## config.mk

```make
export PLATFORM = sky130hd
export DESIGN_NAME = uart_rx_controller_flat
export DESIGN_NICKNAME = d
export VERILOG_FILES = /design/src/rtl/uart_rx_pkg.sv /design/src/rtl/uart_rx_controller_if.sv /design/src/rtl/uart_rx_sync.sv /design/src/rtl/uart_rx_controller.sv /design/src/flat_wrapper.sv
export SDC_FILE = /design/constraint.sdc
export NUM_CORES = 1
export LEC_CHECK = 0
export BUFFER_PORTS_ARGS = -buffer_cell sky130_fd_sc_hd__buf_4
export CAP_MARGIN = 10
export CORE_MARGIN = 5
export CORE_UTILIZATION = 49
export CTS_CLUSTER_DIAMETER = 150
export DETAILED_ROUTE_END_ITERATION = 8
export PLACE_DENSITY = 0.71
export SLEW_MARGIN = 20
export SYNTH_ARGS = -nofsm -noshare
export SYNTH_HDL_FRONTEND = slang
export SYNTH_HIERARCHICAL = 1
export SYNTH_SLANG_ARGS = --single-unit
```

## constraint.sdc

```tcl
create_clock -name clk -period 1.9 [get_ports clk]
set_input_delay 0.095 -clock clk [delete_from_list [all_inputs] [get_ports clk]]
set_output_delay 0.095 -clock clk [all_outputs]
set_load 0.1 [all_outputs]
```

## src/rtl/uart_rx_pkg.sv

```systemverilog
// ----------------------------------------------------------------------------
// uart_rx_pkg
// Shared definitions for the UART receive sequencer.
//   rx_state_e            : receive FSM states (2-bit encoding)
//   *_DEFAULT             : default frame / oversampling parameters
//   SAMPLE_CNT_W          : width of the oversample counter
//   BIT_CNT_W             : width of the received-bit counter
// ----------------------------------------------------------------------------
package uart_rx_pkg;

    typedef enum logic [1:0] {
        IDLE  = 2'd0,
        START = 2'd1,
        DATA  = 2'd2,
        STOP  = 2'd3
    } rx_state_e;

    localparam int OVERSAMPLE_DEFAULT   = 16;
    localparam int DATA_BITS_DEFAULT    = 8;
    localparam int SAMPLE_POINT_DEFAULT = 7;

    // log2(OVERSAMPLE_DEFAULT); the counter runs 0..OVERSAMPLE-1
    localparam int SAMPLE_CNT_W = $clog2(OVERSAMPLE_DEFAULT);
    // Must hold 0..DATA_BITS inclusive for DATA_BITS up to 8
    localparam int BIT_CNT_W    = 4;

endpackage

```

## src/rtl/uart_rx_controller_if.sv

```systemverilog
// ----------------------------------------------------------------------------
// uart_rx_controller_if
// Groups the tick/line inputs and character outputs of the receive sequencer.
//   sample_tick   : 16x baud enable (one clk wide)
//   serial_in     : raw RX line, idles high
//   sample_count  : current oversample count
//   bit_count     : data bits received in the current frame
//   busy          : receiver is inside a frame
//   char_data     : last good character
//   char_valid    : one-clk pulse when char_data updates
//   framing_error : one-clk pulse on a bad stop bit
// Modports: master = tick source / character consumer side,
//           slave  = the receive sequencer itself.
// ----------------------------------------------------------------------------
interface uart_rx_controller_if
    import uart_rx_pkg::*;
#(
    parameter int DATA_BITS = DATA_BITS_DEFAULT
) ();

    logic                    sample_tick;
    logic                    serial_in;
    logic [SAMPLE_CNT_W-1:0] sample_count;
    logic [BIT_CNT_W-1:0]    bit_count;
    logic                    busy;
    logic [DATA_BITS-1:0]    char_data;
    logic                    char_valid;
    logic                    framing_error;

    modport master (
        output sample_tick,
        output serial_in,
        input  sample_count,
        input  bit_count,
        input  busy,
        input  char_data,
        input  char_valid,
        input  framing_error
    );

    modport slave (
        input  sample_tick,
        input  serial_in,
        output sample_count,
        output bit_count,
        output busy,
        output char_data,
        output char_valid,
        output framing_error
    );

endinterface

```

## src/rtl/uart_rx_sync.sv

```systemverilog
// ----------------------------------------------------------------------------
// uart_rx_sync
// Two-flop synchronizer for the asynchronous RX line. Both flops preset to 1
// on reset so the receiver sees an idle line and never a spurious start.
//   clk    : system clock
//   rst    : asynchronous active-high reset (presets flops to 1)
//   async_i: raw line
//   sync_o : synchronized line, two clk behind async_i
// ----------------------------------------------------------------------------
module uart_rx_sync (
    input  logic clk,
    input  logic rst,
    input  logic async_i,
    output logic sync_o
);

    logic [1:0] sync_q;

    always_ff @(posedge clk or posedge rst) begin
        if (rst) begin
            sync_q <= 2'b11;
        end else begin
            sync_q <= {sync_q[0], async_i};
        end
    end

    assign sync_o = sync_q[1];

endmodule

```

## src/rtl/uart_rx_controller.sv

```systemverilog
// ----------------------------------------------------------------------------
// uart_rx_controller
// 16x-oversampled UART receive sequencer: detects and qualifies the start
// bit at mid-bit, shifts DATA_BITS data bits in LSB-first, checks the stop
// bit and reports either a good character or a framing error.
//   clk : system clock, all state changes on its rising edge
//   rst : asynchronous active-high reset
//   bus : slave side of uart_rx_controller_if (tick/line in, char out)
// ----------------------------------------------------------------------------
module uart_rx_controller
    import uart_rx_pkg::*;
#(
    parameter int OVERSAMPLE   = OVERSAMPLE_DEFAULT,
    parameter int DATA_BITS    = DATA_BITS_DEFAULT,
    parameter int SAMPLE_POINT = SAMPLE_POINT_DEFAULT
) (
    input  logic                 clk,
    input  logic                 rst,
    uart_rx_controller_if.slave  bus
);

    localparam logic [SAMPLE_CNT_W-1:0] SC_LAST = SAMPLE_CNT_W'(OVERSAMPLE - 1);
    localparam logic [SAMPLE_CNT_W-1:0] SC_MID  = SAMPLE_CNT_W'(SAMPLE_POINT);
    localparam logic [BIT_CNT_W-1:0]    BC_LAST = BIT_CNT_W'(DATA_BITS - 1);

    rx_state_e               state_q,         state_d;
    logic [SAMPLE_CNT_W-1:0] sample_count_q,  sample_count_d;
    logic [BIT_CNT_W-1:0]    bit_count_q,     bit_count_d;
    logic [DATA_BITS-1:0]    shift_q,         shift_d;
    logic [DATA_BITS-1:0]    char_data_q,     char_data_d;
    logic                    char_valid_q,    char_valid_d;
    logic                    framing_error_q, framing_error_d;

    logic rx_s;

    uart_rx_sync u_sync (
        .clk    (clk),
        .rst    (rst),
        .async_i(bus.serial_in),
        .sync_o (rx_s)
    );

    always_ff @(posedge clk or posedge rst) begin
        if (rst) begin
            state_q         <= IDLE;
            sample_count_q  <= '0;
            bit_count_q     <= '0;
            shift_q         <= '0;
            char_data_q     <= '0;
            char_valid_q    <= 1'b0;
            framing_error_q <= 1'b0;
        end else begin
            state_q         <= state_d;
            sample_count_q  <= sample_count_d;
            bit_count_q     <= bit_count_d;
            shift_q         <= shift_d;
            char_data_q     <= char_data_d;
            char_valid_q    <= char_valid_d;
            framing_error_q <= framing_error_d;
        end
    end

    always_comb begin
        state_d         = state_q;
        sample_count_d  = sample_count_q;
        bit_count_d     = bit_count_q;
        shift_d         = shift_q;
        char_data_d     = char_data_q;
        // Pulses fall back to 0 the cycle after they are raised
        char_valid_d    = 1'b0;
        framing_error_d = 1'b0;

        if (bus.sample_tick) begin
            unique case (state_q)
                IDLE: begin
                    if (!rx_s) begin
                        state_d        = START;
                        sample_count_d = '0;
                        bit_count_d    = '0;
                    end
                end

                START: begin
                    if (sample_count_q != SC_MID) begin
                        sample_count_d = sample_count_q + SAMPLE_CNT_W'(1);
                    end else begin
                        // Mid-start-bit re-check; a high line here was a glitch
                        sample_count_d = '0;
                        state_d        = rx_s ? IDLE : DATA;
                    end
                end

                DATA: begin
                    if (sample_count_q != SC_LAST) begin
                        sample_count_d = sample_count_q + SAMPLE_CNT_W'(1);
                    end else begin
                        // LSB arrives first, so shift toward the LSB end
                        sample_count_d = '0;
                        shift_d        = {rx_s, shift_q[DATA_BITS-1:1]};
                        bit_count_d    = bit_count_q + BIT_CNT_W'(1);
                        if (bit_count_q == BC_LAST) begin
                            state_d = STOP;
                        end
                    end
                end

                STOP: begin
                    if (sample_count_q != SC_LAST) begin
                        sample_count_d = sample_count_q + SAMPLE_CNT_W'(1);
                    end else begin
                        // Leave at mid-stop-bit so an immediate next start is caught
                        sample_count_d = '0;
                        bit_count_d    = '0;
                        state_d        = IDLE;
                        if (rx_s) begin
                            char_data_d  = shift_q;
                            char_valid_d = 1'b1;
                        end else begin
                            framing_error_d = 1'b1;
                        end
                    end
                end

                default: begin
                    state_d = IDLE;
                end
            endcase
        end
    end

    assign bus.sample_count  = sample_count_q;
    assign bus.bit_count     = bit_count_q;
    assign bus.busy          = (state_q != IDLE);
    assign bus.char_data     = char_data_q;
    assign bus.char_valid    = char_valid_q;
    assign bus.framing_error = framing_error_q;

endmodule

```

## src/flat_wrapper.sv

```systemverilog
// flat-port wrapper written by rule: the top's interface ports become plain ports
module uart_rx_controller_flat import uart_rx_pkg::*;
#(
    parameter int OVERSAMPLE   = OVERSAMPLE_DEFAULT,
    parameter int DATA_BITS    = DATA_BITS_DEFAULT,
    parameter int SAMPLE_POINT = SAMPLE_POINT_DEFAULT
)
  (clk, rst, bus_sample_tick, bus_serial_in, bus_sample_count, bus_bit_count, bus_busy, bus_char_data, bus_char_valid, bus_framing_error);
  uart_rx_controller_if #(.DATA_BITS(DATA_BITS)) bus_i ();
  input  logic clk;
  input  logic rst;
  input wire logic [$bits(bus_i.sample_tick)-1:0] bus_sample_tick;
  input wire logic [$bits(bus_i.serial_in)-1:0] bus_serial_in;
  output wire logic [$bits(bus_i.sample_count)-1:0] bus_sample_count;
  output wire logic [$bits(bus_i.bit_count)-1:0] bus_bit_count;
  output wire logic [$bits(bus_i.busy)-1:0] bus_busy;
  output wire logic [$bits(bus_i.char_data)-1:0] bus_char_data;
  output wire logic [$bits(bus_i.char_valid)-1:0] bus_char_valid;
  output wire logic [$bits(bus_i.framing_error)-1:0] bus_framing_error;
  assign bus_i.sample_tick = bus_sample_tick;
  assign bus_i.serial_in = bus_serial_in;
  assign bus_sample_count = bus_i.sample_count;
  assign bus_bit_count = bus_i.bit_count;
  assign bus_busy = bus_i.busy;
  assign bus_char_data = bus_i.char_data;
  assign bus_char_valid = bus_i.char_valid;
  assign bus_framing_error = bus_i.framing_error;
  uart_rx_controller #(.OVERSAMPLE(OVERSAMPLE), .DATA_BITS(DATA_BITS), .SAMPLE_POINT(SAMPLE_POINT)) u_core (.clk(clk), .rst(rst), .bus(bus_i));
endmodule
```

Word level (Yosys, flattened, before mapping)
Index checks and enable logic that the tools add are counted.
Widths: inputs -> output; s select.
{"block": "totals", "reg_bits": 30, "word_cells": 53}
{"block": "op_classes", "add_sub_neg": 2, "n_eq_ne": 11, "n_mux": 22, "n_bitwise": 1, "n_reduce_logical": 9}
{"cell": "$pmux 4 s3", "n": 2}
{"cell": "$mux 4", "n": 5}
{"cell": "$mux 2", "n": 6}
{"cell": "$add 4x1->4 const B", "n": 2}
{"cell": "$mux 1", "n": 8}
{"cell": "$ne 2x2->1 const B", "n": 4}
{"cell": "$pmux 2 s4", "n": 1}
{"cell": "$reduce_and 6->1", "n": 1}
{"cell": "$reduce_and 5->1", "n": 1}
{"cell": "$eq 2x2->1 const B", "n": 2}
{"cell": "$eq 4x3->1 const B", "n": 1}
{"cell": "$ne 4x3->1 const B", "n": 1}
{"cell": "$ne 4x4->1 const B", "n": 1}
{"cell": "$reduce_and 4->1", "n": 1}
{"cell": "$reduce_and 3->1", "n": 1}
{"cell": "$reduce_bool 3->1", "n": 1}
{"cell": "$eq 2x1->1 const B", "n": 1}
{"cell": "$logic_not 2->1", "n": 1}
{"cell": "$ne 2x1->1 const B", "n": 1}
{"cell": "$reduce_and 2->1", "n": 1}
{"cell": "$reduce_bool 2->1", "n": 1}
{"cell": "$reduce_or 2->1", "n": 1}
{"cell": "$not 1->1", "n": 1}

Logic depth before layout (Yosys ltp)
Gate-level depths: netlist (run 1).
{"block": "depth", "depth_word": 4, "mapped_depth": 7, "ltp_nobuf": 6}

Cells and area by module
The synthesis (run 1) kept the hierarchy.
{"module": "uart_rx_controller", "n_inst": 1, "cells_per_inst": 113, "area_per_inst_um2": 1353.8, "seq_area_each_um2": 700.7}
{"module": "uart_rx_sync", "n_inst": 1, "cells_per_inst": 3, "area_per_inst_um2": 56.3, "seq_area_each_um2": 52.6}

Worst setup path before layout (run 1)
OpenSTA, ideal clock, no wires.
{"block": "synth_path", "path_kind": "reg2reg", "startpoint": "register u_core.sample_count_q[0] (netlist: u_core/bus.sample_count[0])", "endpoint": "register u_core.char_data_q[0] (netlist: u_core/bus.char_data[0])", "setup_ps": 128, "arrival_time_ps": 2070, "t_required_ps": 1772, "setup_slack_ps": -298, "stages_incl_launch_ff": 5, "path_buffers": 0, "synth_period_minus_slack_ps": 2198, "cell_sequence": "dfrtp_1 -> ha_1 -> and3_1 -> nand4_4 -> mux2_1"}
{"block": "synth_via", "elab_chain_len": 3}
{"item": "start: declaration", "line": "uart_rx_controller.sv:27", "text": "logic [SAMPLE_CNT_W-1:0] sample_count_q, sample_count_d;"}
{"item": "start signal: assignment", "line": "uart_rx_controller.sv:54", "text": "sample_count_q <= sample_count_d;"}
{"item": "$ne 4x4->1", "line": "uart_rx_controller.sv:108", "text": "if (sample_count_q != SC_LAST) begin"}
{"item": "$not 1->1 (no source line)"}
{"item": "$reduce_and 4->1 (no source line)"}
{"item": "end signal: assignment", "line": "uart_rx_controller.sv:57", "text": "char_data_q <= char_data_d;"}
{"item": "end: declaration", "line": "uart_rx_controller.sv:30", "text": "logic [DATA_BITS-1:0] char_data_q, char_data_d;"}
Every way passes these cells.
A chain may end at the register's enable or synchronous reset.

Worst setup path after layout (run 1)
{"block": "layout_path", "startpoint": "register u_core.state_q[0]", "endpoint": "register u_core.bit_count_q[3] (netlist: u_core/bus.bit_count[3])"}
{"block": "layout_via", "elab_chain_len": 3, "word_cells_on_any_way": 9, "cone_classes": "eq/ne: 5; mux: 1; reduce/logical: 3"}
{"item": "start: declaration", "line": "uart_rx_controller.sv:26", "text": "rx_state_e state_q, state_d;"}
{"item": "start signal: assignment", "line": "uart_rx_controller.sv:53", "text": "state_q <= state_d;"}
{"item": "$eq 2x2->1 or $logic_not 2->1 (tied branches)", "line": "uart_rx_controller.sv:74", "text": "unique case (state_q)"}
{"item": "$ne 2x2->1 (no source line) or $reduce_bool 3->1 (tied branches)"}
{"item": "$reduce_and 5->1 (no source line)"}
{"item": "end signal: assignment", "line": "uart_rx_controller.sv:55", "text": "bit_count_q <= bit_count_d;"}
{"item": "end: declaration", "line": "uart_rx_controller.sv:28", "text": "logic [BIT_CNT_W-1:0] bit_count_q, bit_count_d;"}
Several ways; a longest one is shown, not always the timed one.

==> run metrics, run 1 <==
Yosys top cell by area dfrtp_1; DR vias/cell 5.48; critical setup path kind reg2reg; Total GRT Usage 0.137; CP bufs+invs 1; Worst-Margin Slew 471 ps; clock transition at the registers of the reported paths 90 ps; filler cell count in the final layout 228; syn nets 127; CP required 2130 ps; unrepaired setup endpoints after global routing no; CTS Root Cell clkbuf_4; Top-Level Pins 23; crit-path cells inv_1 > ha_2 > or2_0 > a221o_1 > a22oi_1 > nand2_1; reg2reg start u_core/state_q[0]$_DFFE_PP0P_; CP Max Fanout 10; post-route ant nets 0; GRT overflow 0; P_int 1.13 mW; final setup fails 0; DR pass1 iterations 4; CP arrival 2010 ps; nets@finish 157; CTS tree yes; slowest CP cell dfrtp_1; Slew headroom 0.685; Post-Synth Adder-Cell Area 0.0621; ys async rst share 1.00; Synth cell types 37; vias in the first global route 906; Iter 0 DRT Violations 24; Compound-Gate Fraction of Synth Area 0.0799; syn_area_per_cell 12.2 sq um; Hold Path Class in2reg; Peak VDD IR 1.36 mV; detailed-route via count 975; Clock Sinks 30; Post-synth top cells dfrtp_1 (28), nand2_1 (9), mux2_1 (8), mux2_2 (8); first-pass GRT wire length 4200 um; Yosys top cell area share 0.497; share of layout cells above drive strength 1 0.340; Max Cap Viol 0; TritonCTS Buffers 5; setup_tns 0 ps; overall routed net length 2460 um; H-tree Lvls 2; width of the die 63.6 um; core outline area 0.00276 sq mm; startpoint types flop; clock latency at the later pin of the worst-skew pair 330 ps; Max stage delay on crit path 400 ps; die area 0.00405 sq mm; combinational power share 0.470; synthesized cell area 0.00141 sq mm; mux cell area share after synthesis 0.142; hold endpoint u_core/bus.sample_count[1]$_DFFE_PP0P_; Row Count 19; CTS Buffer Depth 2; family with the most delay on the worst path compound AO/OA/AOI/OAI gates; r2r endpoint u_core/bus.bit_count[3]$_DFFE_PP0P_; Sw Pwr 1.03 mW; EDFF count, synth 0; Starting Density 0.511; Layout area overhead 19.4%; Reg2Reg Setup Slack 120 ps; FMAX 0.560 GHz; crit path from u_core/state_q[0]$_DFFE_PP0P_; Area contributors post-synth dfrtp_1 (50%), mux2_1 (6.4%), mux2_2 (6.4%), ha_1 (6.2%), dfstp_2 (3.7%); Crit. End Element flop; cell count of the worst hold path 4; Seq cells post-synth 30; crit path time final 1780 ps; ant diodes 0; Seq pwr share 0.368; Synth Instances 116; Port Buffer Count 22; xor/xnor share of the synthesized area 0; main combinational cell family by area after synthesis simple AND/OR/NAND/NOR gates; Leak 0.895 nW; status finished, final reports clean; switching share of power 0.478; pin count of the biggest net entering global routing 29; Detail Placement HPWL 1760 um; initial antenna violation count 0; predominant post-synthesis flop cell dfrtp_1; Worst Skew 5.79 ps; hold path start bus_sample_tick; Synth warnings 6; hold violation count in the final report 0; sequential area share after synthesis 0.534; Worst R2R Path Depth 6; Final Max Slew Viols 0; PD cells 1280 mW/mm^2; count leader, synth dfrtp_1; simple-gate area share of the yosys netlist 0.152; crit share post-route 0.939; wire length per cell 13.8 um; gpl congestion 0.820; drt drc 0; Die Ht 63.6 um; Clock power frac 0.163; fin util 0.611
[repair_timing]
action                                 4_1_cts  5_1_grt
buffers inserted                             0        0
setup endpoints to repair                    0        6
endpoints found under the hold margin       31        0
hold buffers                                 2        0
resized for setup                            0        1
[sequential cells by signal (all words and copies together), names as in the netlist, named ones only]
signal,count
u_core/bus.char_data,8
u_core/bus.char_valid,1
u_core/bus.sample_count,4
u_core/bus.bit_count,4
u_core/bus.framing_error,1
u_core/shift_q,8
u_core/u_sync/sync_q,2
u_core/state_q,1
[power groups by stage]
| stage | clock [mW] | combinational (mW) | sequential, mW |
|---|---|---|---|
| 3_3_place_gp | 0 | 0.989 | 0.800 |
| 2_1_floorplan | 0 | 0.476 | 1.13 |
| 4_1_cts | 0.367 | 1.01 | 0.792 |
| 6_report | 0.351 | 1.01 | 0.793 |
| 5_1_grt | 0.399 | 1.08 | 0.807 |
| 3_5_place_dp | 0 | 0.998 | 0.805 |
[worst register-to-register path, delay by kind of cell, from the launching register on]
| family | cells | cell delay, ps |
|---|---|---|
| AO/OA/AOI/OAI | 2 | 590 |
| adder cells (fa/ha/maj) | 1 | 270 |
| buffers and inverters | 1 | 110 |
| flip-flops | 1 | 400 |
| AND/OR/NAND/NOR | 2 | 310 |
[routing by layer]
layer / global-route usage / share of wire / vias to the layer above
met1: 0.173 / 0.46 / 464
met4: 0.114 / 0.042 / 0
met5: 0 / 0 / -
met2: 0.184 / 0.45 / 26
met3: 0.0497 / 0.047 / 11
li1: - / - / 474
[through the flow]
| stage | cell area, sq um | total power [mW] | hold WS [ps] | cells | worst slack (ps) |
|---|---|---|---|---|---|
| after detailed placement | 1610 | 1.80 | 147 | 168 | 45.7 |
| after CTS | 1680 | 2.17 | 231 | 178 | 34.9 |
| after global placement | 1610 | 1.79 | 133 | 168 | 129 |
| after floorplan | 1420 | 1.60 | 6.50 | 116 | 10.4 |
| after global routing | 1680 | 2.29 | 254 | 178 | 3.05 |
| final | 1680 | 2.16 | 249 | 178 | 116 |
[layout make-up]
cell class | instances | area (sq um) | share of cell area
Clock buffer | 8 | 48.8 | 0.0290
Inverter | 7 | 26.3 | 0.0156
Multi-Input combinational cell | 77 | 617 | 0.366
Sequential cell | 30 | 761 | 0.452
Tap cell | 31 | 38.8 | 0.0230
Timing Repair Buffer | 25 | 193 | 0.114
[logic make-up (layout without fill, tap and decap cells)]
| group | after synthesis | in the layout |
|---|---|---|
| AOI/OAI and AO/OA | 15 | 15 |
| DFF | 30 | 30 |
| muxes | 18 | 18 |
| and+or+nand+nor | 37 | 37 |
| adders and majority gates | 7 | 7 |
| buffers and inverters | 9 | 40 |
[cells in the final DEF (no fill, tap or decap), types with 2 or more instances in the layout]
master and instances:
mux2_1 8, mux2i_1 2, inv_1 7, buf_4 23
dfstp_2 2, dfrtp_2 6, nor3_1 3, dfrtp_1 22
nor2_1 5, nor2b_1 2, a21oi_1 2, mux2_2 8
ha_1 6, clkbuf_1 3, nand2_1 9, clkbuf_4 5
nand3_1 6, and3_1 2, o21ai_1 2, dlygate4sd3_1 2
o21ai_0 2
[how the worst max path moves through the flow]
stage,to,slack [ps],cells after the start
global placement,u_core/bus.bit_count[3]$_DFFE_PP0P_,130,6
floorplan,u_core/bus.char_data[0]$_DFFE_PP0P_,10,4
detailed placement,u_core/bus.bit_count[3]$_DFFE_PP0P_,50,6
CTS,u_core/bus.bit_count[3]$_DFFE_PP0P_,30,6
finish,u_core/bus.bit_count[3]$_DFFE_PP0P_,120,6
global route,u_core/bus.bit_count[3]$_DFFE_PP0P_,3,6
No activity file was read; power rests on OpenSTA's default activity.
==> run 2: changes to the inputs <==
--- a/config.mk
+++ b/config.mk
@@ -7,7 +7,7 @@
 export LEC_CHECK = 0
 export BUFFER_PORTS_ARGS = -buffer_cell sky130_fd_sc_hd__buf_4
 export CAP_MARGIN = 10
-export CORE_MARGIN = 5
+export CORE_MARGIN = 1.5
 export CORE_UTILIZATION = 49
 export CTS_CLUSTER_DIAMETER = 150
 export DETAILED_ROUTE_END_ITERATION = 8
==> constraint.sdc (replaced) <==
create_clock -name clk -period 1.9 [get_ports clk]
set_input_delay 0.095 -clock clk [delete_from_list [all_inputs] [get_ports clk]]
set_output_delay 0.095 -clock clk [all_outputs]
set_load 0.05 [all_outputs]
==> run metrics, run 2 (same netlist as run 1, synthesis figures left out) <==
final setup fails 0 (unchanged); width of the die 56.6 um (-11%); Leak 0.918 nW (+2.5%); Total GRT Usage 0.182 (+0.0448); gpl congestion 0.785 (-4.3%); GRT busiest layer met2; status finished, final reports clean; Max stage delay on crit path 400 ps (about the same); initial antenna violation count 0 (unchanged); GRT overflow 0 (unchanged); crit share post-route 0.936 (-0.00338); Hold Path Class in2reg; PD cells 1160 mW/mm^2 (-9.7%); CTS tree yes; Peak VDD IR 0.878 mV (-36%); ant diodes 0 (unchanged); CP Max Fanout 10 (unchanged); slowest CP cell dfrtp_1; unrepaired setup endpoints after global routing no; met3 usage 0.0691 (+0.0194); Iter 0 DRT Violations 26 (+8.3%); Top-Level Pins 23 (unchanged); crit-path cells inv_1 > ha_2 > or2_0 > a221o_1 > a22oi_1 > nand2_1; wire length per cell 13.6 um (-1.4%); Port Buffer Count 22 (unchanged); first-pass GRT wire length 4410 um (+5.1%); die area 0.00321 sq mm (-21%); vias in the first global route 935 (+3.2%); DP Area 0.00161 sq mm (unchanged); H-tree Lvls 2 (unchanged); core outline area 0.00273 sq mm (-0.86%); DR vias/cell 5.27 (-3.7%); CP required 2120 ps (about the same); Final WS setup 122 ps (+6.42 ps); CP bufs+invs 1 (unchanged); Row Count 19 (unchanged); clock transition at the registers of the reported paths 90 ps (about the same); Final Max Slew Viols 0 (unchanged); share of layout cells above drive strength 1 0.324 (-0.0158); drt drc 0 (unchanged); DR pass1 iterations 4 (unchanged); GRT met1 Usage 0.237 (+0.0642); detailed-route via count 944 (-3.2%); setup repair bufs after CTS 0 (unchanged); overall routed net length 2440 um (-0.85%); TritonCTS Buffers 5 (unchanged); CTS Buffer Depth 2 (unchanged); FMAX 0.562 GHz (+0.36%); commonest cells after routing, fill and taps aside dfrtp_1 (28), buf_4 (24), nand2_1 (9); Worst Skew 12.7 ps (+6.95 ps); nets@finish 158 (+0.64%); Hold Slack 272 ps (+22.4 ps); clock latency at the later pin of the worst-skew pair 330 ps (about the same); critical setup path kind reg2reg; Clock Sinks 30 (unchanged); Slew headroom 0.678 (-0.00771); Starting Density 0.516 (+0.00445); Max Cap Viol 0 (unchanged); hold violation count in the final report 0 (unchanged); CTS Root Cell clkbuf_4; startpoint types flop; family with the most delay on the worst path compound AO/OA/AOI/OAI gates; Worst-Margin Slew 482 ps (+11.5 ps); CP arrival 2000 ps (about the same); crit path time final 1780 ps (-6.42 ps); Finished Cell Area 0.00170 sq mm (+0.89%); most common cell after layout, fill and taps aside dfrtp_1; M2 GR Usage 0.271 (+0.0868); Detail Placement HPWL 1730 um (-1.7%); setup_tns 0 ps (unchanged); Setup WS pre-CTS 41.7 ps (-4.02 ps); Layout area overhead 20.5%; pin count of the biggest net entering global routing 29 (unchanged); Crit. End Element flop; Die Ht 56.6 um (-11%); post-route ant nets 0 (unchanged)
[run 2: cell count changes in the layout (fill, tap and decap cells not counted)]
cell        delta
dfrtp_1        +6
dfrtp_2        -6
buf_4          +1
clkinv_2       +1
clkbuf_1       -3
clkinvlp_4     +1
clkbuf_8       +1
[run 2: what timing repair did]
item	4_1_cts	5_1_grt
hold endpoints to repair	31	0
hold buffers	2	0
endpoints found under the setup margin	0	6
resized for setup	0	1
[run 2: stage by stage]
stage	std cells	util	power [mW]
2_1_floorplan	116	-	1.37
3_3_place_gp	169	0.590	1.56
3_5_place_dp	169	0.590	1.57
4_1_cts	179	0.621	1.98
5_1_grt	179	0.622	2.11
6_report	179	0.622	1.96
[run 2: area by class of cell]
cell class | count | area [sq um]
Multi-Input combinational cell | 77 | 617
Clock buffer | 6 | 51.3
Sequential cell | 30 | 753
Clock inverter | 2 | 12.5
Fill cell | 229 | 1030
Inverter | 7 | 26.3
Tap cell | 31 | 38.8
Timing Repair Buffer | 26 | 200
[run 2: tightest hold or removal path, stage by stage]
cell      delay, ps
buf_4           110
a21boi_1        190
nand4b_1        120
nand2_1          50
[run 2: path summary, 6_finish.rpt]
path	startpoint	end	slack (ps)	cells after the start
setup / recovery	u_core/state_q[0]$_DFFE_PP0P_	u_core/bus.bit_count[3]$_DFFE_PP0P_	120	6
hold / removal	bus_sample_tick	u_core/bus.sample_count[2]$_DFFE_PP0P_	270	4
setup reg to reg	u_core/state_q[0]$_DFFE_PP0P_	u_core/bus.bit_count[3]$_DFFE_PP0P_	120	6
hold reg to reg	u_core/u_sync/sync_q[0]$_DFF_PP1_	u_core/u_sync/sync_q[1]$_DFF_PP1_	360	0
max in group asynchronous	rst	u_core/state_q[0]$_DFFE_PP0P_	1250	4
min in group asynchronous	rst	u_core/u_sync/sync_q[0]$_DFF_PP1_	350	3
[run 2: layer usage]
metal  vias up  routed length [um]
met2        21                1130
met5         -                   0
met3         5                 127
met4         0                  40
met1       443                1150
li1        475                   -
[run 2: report_power, final]
part           leakage, nW  internal, mW  switching [mW]
combinational        0.477         0.266           0.520
sequential           0.407         0.708          0.0766
clock               0.0343         0.178           0.216
total                0.918          1.15           0.812
==> run 3: changes to the inputs <==
--- a/config.mk
+++ b/config.mk
@@ -8,10 +8,10 @@
 export BUFFER_PORTS_ARGS = -buffer_cell sky130_fd_sc_hd__buf_4
 export CAP_MARGIN = 10
 export CORE_MARGIN = 1.5
-export CORE_UTILIZATION = 49
+export CORE_UTILIZATION = 50
 export CTS_CLUSTER_DIAMETER = 150
 export DETAILED_ROUTE_END_ITERATION = 8
-export PLACE_DENSITY = 0.71
+export PLACE_DENSITY = 0.72
 export SLEW_MARGIN = 20
 export SYNTH_ARGS = -nofsm -noshare
 export SYNTH_HDL_FRONTEND = slang
==> run metrics, run 3 (same netlist as run 1, synthesis figures left out) <==
drt drc 0 (unchanged); cell count of the worst hold path 4 (unchanged); Worst R2R Path Depth 6 (unchanged); Hold Path Class in2reg; Starting Density 0.520 (+0.00452); Iter 0 DRT Violations 30 (+15%); overall routed net length 2520 um (+3.2%); nets@finish 159 (+0.63%); Worst Skew 9.39 ps (-3.34 ps); reg2reg start u_core/state_q[0]$_DFFE_PP0P_; share of layout cells above drive strength 1 0.322 (-0.00218); hold endpoint u_core/bus.sample_count[1]$_DFFE_PP0P_; Finished Cell Area 0.00170 sq mm (+0.22%); Layout area overhead 20.8%; DP Area 0.00162 sq mm (+0.47%); CP Max Fanout 7 (-3); final setup fails 0 (unchanged); width of the die 56.1 um (-0.95%); vias in the first global route 995 (+6.4%); CTS Root Cell clkbuf_4; startpoint types flop; clock latency at the later pin of the worst-skew pair 320 ps (about the same); CTS Buffer Depth 2 (unchanged); gpl congestion 0.790 (+0.64%); die area 0.00315 sq mm (-1.9%); hold violation count in the final report 0 (unchanged); r2r endpoint u_core/bus.sample_count[3]$_DFFE_PP0P_; unrepaired setup endpoints after global routing no; Port Buffer Count 22 (unchanged); wire length per cell 14.0 um (+2.6%); pin count of the biggest net entering global routing 29 (unchanged); post-route ant nets 0 (unchanged); Detail Placement HPWL 1790 um (+3.5%); initial antenna violation count 0 (unchanged); clock transition at the registers of the reported paths 100 ps (about the same); core outline area 0.00271 sq mm (-0.87%); CTS tree yes; CP arrival 2050 ps (+50 ps); Clock Sinks 30 (unchanged); setup_tns 0 ps (unchanged); hold path start bus_sample_tick; crit share post-route 0.939 (+0.00375); Total Power 1.98 mW (+0.73%); crit path from u_core/state_q[0]$_DFFE_PP0P_; Peak VDD IR 0.916 mV (+4.3%); GRT overflow 0 (unchanged); Leak 0.924 nW (+0.69%); commonest cells after routing, fill and taps aside dfrtp_1 (28), buf_4 (25), nand2_1 (9); Total GRT Usage 0.182 (about the same); DR vias/cell 5.51 (+4.4%); Slew headroom 0.655 (-0.0224); Crit. End Element flop; crit path time final 1780 ps (+7.12 ps); first-pass GRT wire length 4420 um (+0.29%); Reg2Reg Setup Slack 120 ps (about the same); critical setup path kind reg2reg; DR pass1 iterations 4 (unchanged); TritonCTS Buffers 5 (unchanged); most common cell after layout, fill and taps aside dfrtp_1; PD cells 1160 mW/mm^2 (+0.51%); Post-Layout Cell Count 180 (+0.56%); ant diodes 0 (unchanged); FMAX 0.560 GHz (-0.40%); status finished, final reports clean; Final Max Slew Viols 0 (unchanged); Max Cap Viol 0 (unchanged); Hold Slack 279 ps (+7.32 ps); Die Ht 56.1 um (-0.95%); # placed instances 170 (+0.59%); Row Count 19 (unchanged); H-tree Lvls 2 (unchanged); Worst-Margin Slew 516 ps (+33.6 ps); Top-Level Pins 23 (unchanged); CP required 2160 ps (+40 ps); detailed-route via count 991 (+5.0%)
run 3: cell types whose count changed in the layout (fill, tap and decap cells not counted):
cell	change
buf_4	+1
clkbuf_1	+1
clkinvlp_4	-1
run 3: cell type report:
cell class | instances | area [sq um]
Multi-Input combinational cell | 77 | 617
Fill cell | 230 | 1010
Clock inverter | 1 | 5.00
Timing Repair Buffer | 27 | 208
Tap cell | 31 | 38.8
Inverter | 7 | 26.3
Clock buffer | 7 | 55.1
Sequential cell | 30 | 753
run 3: worst max-delay path by stage:
stage                                             end  slack [ps]  depth (start not counted)
2_1_floorplan     u_core/bus.char_data[0]$_DFFE_PP0P_          50                          4
3_3_place_gp      u_core/bus.bit_count[3]$_DFFE_PP0P_         180                          6
3_5_place_dp      u_core/bus.bit_count[3]$_DFFE_PP0P_          80                          6
4_1_cts           u_core/bus.bit_count[3]$_DFFE_PP0P_          60                          6
5_1_grt        u_core/bus.sample_count[3]$_DFFE_PP0P_          30                          6
6_report       u_core/bus.sample_count[3]$_DFFE_PP0P_         120                          6
run 3: worst max-delay path, cell delays in order, from the launching register on:
cell and delay, ps:
dfrtp_1 430, inv_1 140, ha_2 280, nor3_1 80, a211o_1 380, o31ai_2 250, a22o_1 160
run 3: what timing repair did:
action | CTS | global route
endpoints found under the hold margin | 31 | 0
gates resized for setup | 0 | 1
endpoints found under the setup margin | 0 | 4
setup buffers | 0 | 0
hold buffers | 2 | 0
run 3: power by group:
group          internal (mW)  switching, mW  leakage, nW
sequential             0.708         0.0755        0.407
clock                  0.179          0.211       0.0353
combinational          0.273          0.533        0.482
total                   1.16          0.819        0.924
run 3: per-layer routing:
layer / vias up / wire length, um / track usage
met5: - / 0 / 0
met4: 0 / 27 / 0.0646
met3: 4 / 125 / 0.0628
met2: 27 / 1240 / 0.287
met1: 480 / 1130 / 0.234
li1: 480 / - / -
run 3: through the flow:
stage          utilization  setup WS (ps)
6_report             0.628            115
5_1_grt              0.628           25.5
4_1_cts              0.627           61.7
3_5_place_dp         0.598           76.2
3_3_place_gp         0.598            177
2_1_floorplan            -           45.2
